### config.mk
export PLATFORM = sky130hd
export DESIGN_NAME = univ_shift_reg
export DESIGN_NICKNAME = d
export VERILOG_FILES = /design/src/rtl/univ_shift_reg.sv
export SDC_FILE = /design/constraint.sdc
export NUM_CORES = 1
export LEC_CHECK = 0
export BUFFER_PORTS_ARGS = -buffer_cell sky130_fd_sc_hd__buf_2
export CAP_MARGIN = 20
export CORE_MARGIN = 2
export CORE_UTILIZATION = 40
export CTS_BUF_LIST = sky130_fd_sc_hd__clkbuf_16
export DETAILED_ROUTE_END_ITERATION = 7
export HOLD_SLACK_MARGIN = 0.05
export PLACE_DENSITY_LB_ADDON = 0.25
export SYNTH_ARGS = -nofsm -noshare
export SYNTH_HDL_FRONTEND = slang
export SYNTH_SLANG_ARGS = --single-unit
### constraint.sdc
create_clock -name clk -period 3.1 [get_ports clk]
set_input_delay 0.62 -clock clk [delete_from_list [all_inputs] [get_ports clk]]
set_output_delay 0.62 -clock clk [all_outputs]
set_load 0.01 [all_outputs]
### src/rtl/univ_shift_reg.sv
// univ_shift_reg: parametrised universal shift register with shift counter and frame-complete pulse
module univ_shift_reg #(
  parameter int WIDTH = 8,
  parameter logic [WIDTH-1:0] RESET_VAL = '0
) (
  input  logic                         clk,
  input  logic                         rst,
  input  logic                         en,
  input  logic [2:0]                   mode,
  input  logic                         sin_lsb,
  input  logic                         sin_msb,
  input  logic [WIDTH-1:0]             par_in,
  output logic [WIDTH-1:0]             q,
  output logic                         sout_msb,
  output logic                         sout_lsb,
  output logic [$clog2(WIDTH+1)-1:0]   cnt,
  output logic                         frame_done
);
  localparam int CW = $clog2(WIDTH+1);
  localparam logic [2:0] HOLD = 3'd0, SHL = 3'd1, SHR = 3'd2, ROL = 3'd3,
                         ROR = 3'd4, LOAD = 3'd5, CLR = 3'd6, ASR = 3'd7;
  logic [WIDTH-1:0] q_nxt;
  logic [CW-1:0]    cnt_nxt;
  logic             shift, last;
  always_comb begin
    q_nxt = q;
    case (mode)
      SHL:     q_nxt = {q[WIDTH-2:0], sin_lsb};
      SHR:     q_nxt = {sin_msb, q[WIDTH-1:1]};
      ROL:     q_nxt = {q[WIDTH-2:0], q[WIDTH-1]};
      ROR:     q_nxt = {q[0], q[WIDTH-1:1]};
      LOAD:    q_nxt = par_in;
      CLR:     q_nxt = '0;
      ASR:     q_nxt = {q[WIDTH-1], q[WIDTH-1:1]};
      default: q_nxt = q;
    endcase
  end
  assign shift = !(mode == HOLD || mode == LOAD || mode == CLR);
  assign last = cnt == CW'(WIDTH-1);
  // any shift-class op advances the frame; load/clear abort it
  assign cnt_nxt = shift ? (last ? '0 : cnt + 1'b1) : (mode == HOLD ? cnt : '0);
  always_ff @(posedge clk) begin
    if (rst) begin
      q          <= RESET_VAL;
      cnt        <= '0;
      frame_done <= 1'b0;
    end else begin
      frame_done <= en && shift && last;
      if (en) begin
        q   <= q_nxt;
        cnt <= cnt_nxt;
      end
    end
  end
  assign sout_msb = q[WIDTH-1];
  assign sout_lsb = q[0];
endmodule

==> results of run 1 <==
synthesized netlist by cell type, types with 2 or more instances:
library cell | n | area, um2
a221oi_1 | 6 | 52.6
nor2_1 | 10 | 37.5
nand3b_1 | 2 | 15.0
buf_4 | 4 | 30.0
dfxtp_1 | 13 | 260
buf_2 | 4 | 20.0
o21ai_0 | 2 | 10.0
nor3_1 | 3 | 15.0
xor2_1 | 2 | 17.5
buf_6 | 2 | 22.5
a211oi_1 | 6 | 45.0
nand2_1 | 12 | 45.0
a21oi_1 | 12 | 60.1
clkbuf_1 | 2 | 7.51
how the worst min path moves through the flow:
stage | from | endpoint | slack, ns | cells past startpoint
final | cnt[1] | cnt[1] | 0.49 | 2
after CTS | cnt[1] | cnt[1] | 0.49 | 2
after detailed placement | cnt[1] | cnt[1] | 0.48 | 2
after floorplan | cnt[1] | cnt[1] | 0.50 | 2
after global placement | cnt[3] | frame_done | 0.48 | 1
after global routing | cnt[1] | cnt[1] | 0.53 | 2
state kept, by name (all words and copies together), names as in the netlist:
name / cells
frame_done: 1
cnt: 4
q: 8
layout by cell type (no fill, tap or decap), drive strengths merged:
master    n
xor2      3
a21boi    1
and3b     1
o31a      1
o211ai    1
nor3      3
and2      1
mux2      1
clkbuf    3
o21ai     2
nor2     10
nand2    12
inv       1
nand4     1
buf      30
and3      1
a211oi    7
nand2b    1
a21oi    12
o211a     1
nand3b    2
a2111oi   1
a221oi    6
o41ai     1
mux2i     2
ha        1
o22ai     1
a31oi     1
or2       1
dfxtp    13
o31ai     2
kinds of logic (layout without fill, tap and decap cells):
kind of cell | Yosys count | after routing | synth area share
compound gates | 37 | 37 | 0.312
xor+xnor | 3 | 3 | 0.0399
mux | 3 | 3 | 0.0517
fa+ha+maj | 1 | 1 | 0.0148
buf+inv | 12 | 34 | 0.0945
simple gates | 33 | 33 | 0.180
flops | 13 | 13 | 0.307
layout make-up:
type | instances | area share
Timing Repair Buffer | 30 | 0.146
Clock buffer | 3 | 0.0729
Tap cell | 27 | 0.0328
Sequential cell | 13 | 0.253
Clock inverter | 1 | 0.00365
Multi-Input combinational cell | 77 | 0.492
worst max-delay path: cells and delay by family:
| kind | cells | cell delay [ns] |
|---|---|---|
| AO/OA/AOI/OAI | 2 | 0.45 |
| XOR/XNOR | 1 | 0.29 |
| multiplexers | 1 | 0.15 |
| buffers and inverters | 1 | 0.28 |
where the power goes:
part	switching, uW	leakage, uW	internal [uW]
Sequential	10.1	0.000107	177
Clock	66.3	0.0000423	170
Combinational	52.8	0.000296	39.7
Total	129	0.000445	387
metal layers:
layer  track usage  vias up  share of wire
li1              -      422              -
met1         0.224      386           0.45
met2         0.259       33           0.47
met3        0.0333        4          0.060
met4        0.0926        0          0.015
met5             0        -              0
through the flow:
step           instances  area, um2  hold WS, ns  power (uW)  utilization
6_report             151       1030        0.487         516        0.520
5_1_grt              151       1030        0.533         545        0.520
4_1_cts              151       1030        0.490         523        0.520
3_5_place_dp         147        951        0.484         284        0.480
3_3_place_gp         147        951        0.480         282        0.480
2_1_floorplan        102        847        0.504         259            -
==> impl_metrics.py, run 1 <==
metrics = {
    "routing": {
        "vias": 845,
        "finalWirelength_um": 1960,
        "viasPerCell": 5.60,
        "antenna_left": 0,
        "drc": 0,
        "first_pass_iters": 4,
        "drt_iter0_markers": 16,
        "wl_per_cell_um": 13.0,
    },
    "grt": {
        "grt_pass1_wl_um": 3280,
        "antenna_found_initial": 0,
        "gr-total-overflow": 0,
        "grt_use_total": 0.170,
        "grt_pass1_vias": 715,
        "grt_max_degree": 21,
    },
    "clock_tree": {
        "cts_made_buffers": 3,
        "cts_num_sinks": 13,
        "cts_tree": "done",
        "clk_latency_ns": 0.24,
        "cts_buffer_depth": 2,
        "htree_num_levels": 1,
        "cts_hold_buf": 0,
        "post_cts_buffers": 0,
        "clkTransAtPathRegs_ns": 0.04,
        "cts-root-buf": "clkbuf_16",
        "postCtsResizedCells": 0,
    },
    "final_layout": {
        "multi_input_comb_area_um2": 507,
        "nNetsFinal": 142,
        "fillers": 191,
        "drive_above_1_share": 0.306,
        "syn_to_final_growth_pct": 21.6,
        "antenna_cells": 0,
        "register_area_um2": 260,
    },
    "synthesis": {
        "yosysSeqAreaShare": 0.307,
        "synth_top_flop_cell": "dfxtp_1",
        "synthesis.nets": 119,
        "syn_area_um2": 847,
        "synthCells": 102,
        "yosysWarningCount": 0,
        "synth_edf_count": 0,
        "synth_seq_cells": 13,
        "avgSynthCellArea_um2": 8.30,
        "synth_cell_types": 36,
        "async_flop_share": 0,
    },
    "sta": {
        "hold_violations": 0,
        "fmax_mhz": 600,
        "min_period_ns": 1.67,
        "clock_skew_ns": 0.00341,
        "max_slew.worst_pin.slew_ns": 0.389,
        "grt_setup_unrepaired": "no",
        "setup_violations": 0,
        "maxSlewViolCount": 0,
        "relSlewSlack": 0.739,
        "setup_ws_ns": 1.43,
        "tns_ns": 0,
        "finalCritPeriodShare": 0.538,
    },
    "pwr": {
        "p_leak_uw": 0.000445,
        "powerDensity_nw_per_um2": 501,
        "irDropWorstVdd_uv": 215,
    },
    "setup_path": {
        "worstSetupEndpoint": "q[6]",
        "cp_slowest_cell": "a221oi_1",
        "rrSetupSlack_ns": 1.93,
        "slowest_delay_ns": 0.32,
        "end_kind": "flop",
        "crit_chain": "buf_2 -> xor2_2 -> mux2i_4 -> a221oi_1 -> a211oi_1",
        "r2r.worst_path.cells": 4,
        "cp_max_fo": 17,
        "startpoint": "mode[0]",
        "cp.required_ns": 3.21,
        "r2r_end": "cnt[3]",
        "worstPathArrival_ns": 1.78,
        "critPathKind": "primary input to flop",
        "r2r-start": "cnt[2]",
        "cp-start-kind": "primary input",
    },
    "floorplanning": {
        "die_x_um": 50.0,
        "fp.dieH_um": 50.0,
        "dieArea_um2": 2500,
        "core_area_um2": 1980,
        "start_util": 0.427,
        "io_pins": 31,
        "fp-row-count": 16,
    },
    "worst_hold_path": {
        "hold_class": "flop to flop",
    },
    "flow_run": {
        "drv_cap": 0,
    },
    "status": {
        "outcome": "finished, final reports clean",
    },
    "placed_design": {
        "place_ws_ns": 1.20,
        "routabilityCongestion": 0.797,
        "place.port_buffers": 30,
        "post-dp-hpwl_um": 1490,
    },
}
No activity file was read; power rests on OpenSTA's default activity.
==> run 2: changes to the inputs <==
==> constraint.sdc (replaced) <==
create_clock -name clk -period 1.4 [get_ports clk]
set_input_delay 0.28 -clock clk [delete_from_list [all_inputs] [get_ports clk]]
set_output_delay 0.28 -clock clk [all_outputs]
set_load 0.01 [all_outputs]
==> run 2 against run 1 <==
- combinational power increased to 2.5 times the previous value
- clock-buffer cell count unchanged
- via count increased by 4.4%
- cell count increased by 6.6%
- sequential cell count unchanged
- power increased by 130%
- register-to-register slack got worse by 1.7 ns
- die area unchanged
- clock skew decreased by 0.0017 ns
- critical endpoint is now q[3]
- largest power group unchanged
==> impl_metrics.py, run 2 (same netlist as run 1, synthesis figures left out) <==
metrics = {
    "setup_path": {
        "cp_max_fo": 7,
        "r2r_end": "cnt[3]",
        "end_kind": "flop",
        "rrSetupSlack_ns": 0.21,
        "cp-start-kind": "primary input",
        "critPathKind": "primary input to flop",
        "cp.required_ns": 1.52,
        "worstPathArrival_ns": 1.34,
        "r2r-start": "cnt[2]",
        "r2r.worst_path.cells": 4,
    },
    "final_layout": {
        "largest_register_ffs": 8,
        "antenna_cells": 0,
        "final_cell_mix": "30 x buf_2, 13 x dfxtp_1, 12 x nand2_1, 12 x a21oi_1",
        "largest_register": "q",
        "nNetsFinal": 152,
        "reg_top3": "q: 8 flops, cnt: 4 flops, frame_done: 1 flops",
        "fillers": 197,
        "final_util": 0.557,
        "layout.cells.non_filler": 161,
        "final_common_cell": "buf_2",
        "drive_above_1_share": 0.358,
        "syn_to_final_growth_pct": 30.4,
    },
    "worst_hold_path": {
        "hold_class": "primary input to flop",
        "worstHoldStart": "sin_lsb",
        "min_path_cells": 3,
        "min_to": "q[0]",
    },
    "placed_design": {
        "post-dp-hpwl_um": 1640,
        "place_ws_ns": -0.0182,
        "dpl.cell_count": 157,
        "routabilityCongestion": 0.855,
        "place.port_buffers": 30,
    },
    "routing": {
        "first_pass_iters": 4,
        "viasPerCell": 5.48,
        "finalWirelength_um": 2200,
        "antenna_left": 0,
        "drc": 0,
        "vias": 882,
        "drt_iter0_markers": 18,
        "wl_per_cell_um": 13.7,
    },
    "sta": {
        "max_slew.worst_pin.slew_ns": 0.379,
        "fmax_mhz": 818,
        "relSlewSlack": 0.741,
        "clock_skew_ns": 0.00175,
        "setup_violations": 0,
        "setup_ws_ns": 0.178,
        "maxSlewViolCount": 0,
        "min_period_ns": 1.22,
        "grt_setup_unrepaired": "no",
        "finalCritPeriodShare": 0.873,
        "hold_violations": 0,
    },
    "clock_tree": {
        "clk_latency_ns": 0.24,
        "postCtsResizedCells": 0,
        "cts-root-buf": "clkbuf_16",
        "cts_num_sinks": 13,
        "htree_num_levels": 1,
        "cts_buffer_depth": 2,
        "cts_tree": "done",
        "cts_hold_buf": 0,
        "post_cts_buffers": 0,
        "cts_made_buffers": 3,
        "clkTransAtPathRegs_ns": 0.04,
    },
    "grt": {
        "gr-total-overflow": 0,
        "grt_max_degree": 15,
        "grt_use_total": 0.196,
        "antenna_found_initial": 0,
        "grt_pass1_wl_um": 3720,
        "grt_pass1_vias": 764,
    },
    "floorplanning": {
        "fp-row-count": 16,
        "core_area_um2": 1980,
        "dieArea_um2": 2500,
        "io_pins": 31,
        "start_util": 0.427,
        "fp.dieH_um": 50.0,
        "die_x_um": 50.0,
    },
    "pwr": {
        "irDropWorstVdd_uv": 499,
        "powerDensity_nw_per_um2": 1060,
        "p_leak_uw": 0.000493,
        "power_uw": 1180,
    },
    "flow_run": {
        "drv_cap": 0,
    },
    "status": {
        "outcome": "finished, final reports clean",
    },
}
-- run 2: cell count changes in the layout (fill, tap and decap cells not counted) --
| cell | before | now |
|---|---|---|
| buf_4 | 0 | 10 |
-- run 2: metal layers --
layer  vias to the layer above  global-route usage  part of all wire
li1                        441                   -                 -
met1                       399               0.285              0.47
met2                        35               0.261              0.44
met3                         7              0.0545             0.064
met4                         0              0.0972             0.025
met5                         -                   0                 0
-- run 2: area by class of cell --
type	instances	area [um2]	share of cell area
Timing Repair Buffer	40	225	0.204
Sequential cell	13	260	0.236
Clock inverter	1	3.75	0.00340
Multi-Input combinational cell	77	507	0.459
Tap cell	27	33.8	0.0306
Clock buffer	3	75.1	0.0680
-- run 2: power by group --
part           internal [uW]  switching (uW)
clock network            376             150
logic                    108             125
registers                393            24.8
total                    876             300
-- run 2: worst max path at each step --
stage	start	endpoint	slack, ns	depth (start not counted)
after floorplan	mode[0]	q[1]	0.13	5
after global placement	mode[1]	cnt[3]	0.01	6
after detailed placement	mode[1]	q[6]	-0.02	5
after CTS	mode[1]	q[3]	0.19	5
after global routing	cnt[2]	cnt[3]	0.10	4
final	mode[1]	q[3]	0.18	5
-- run 2: per-stage QoR --
stage	TNS (ns)	hold WS, ns	cell area [um2]
2_1_floorplan	0	0.385	847
3_3_place_gp	0	0.481	1030
3_5_place_dp	-0.0440	0.491	1030
4_1_cts	0	0.396	1100
5_1_grt	0	0.412	1100
6_report	0	0.389	1100
-- run 2: critical path, stage by stage --
cell and delay, ns:
buf_2 0.15, xor2_2 0.27, mux2i_4 0.16, a221oi_1 0.36, a211oi_1 0.12
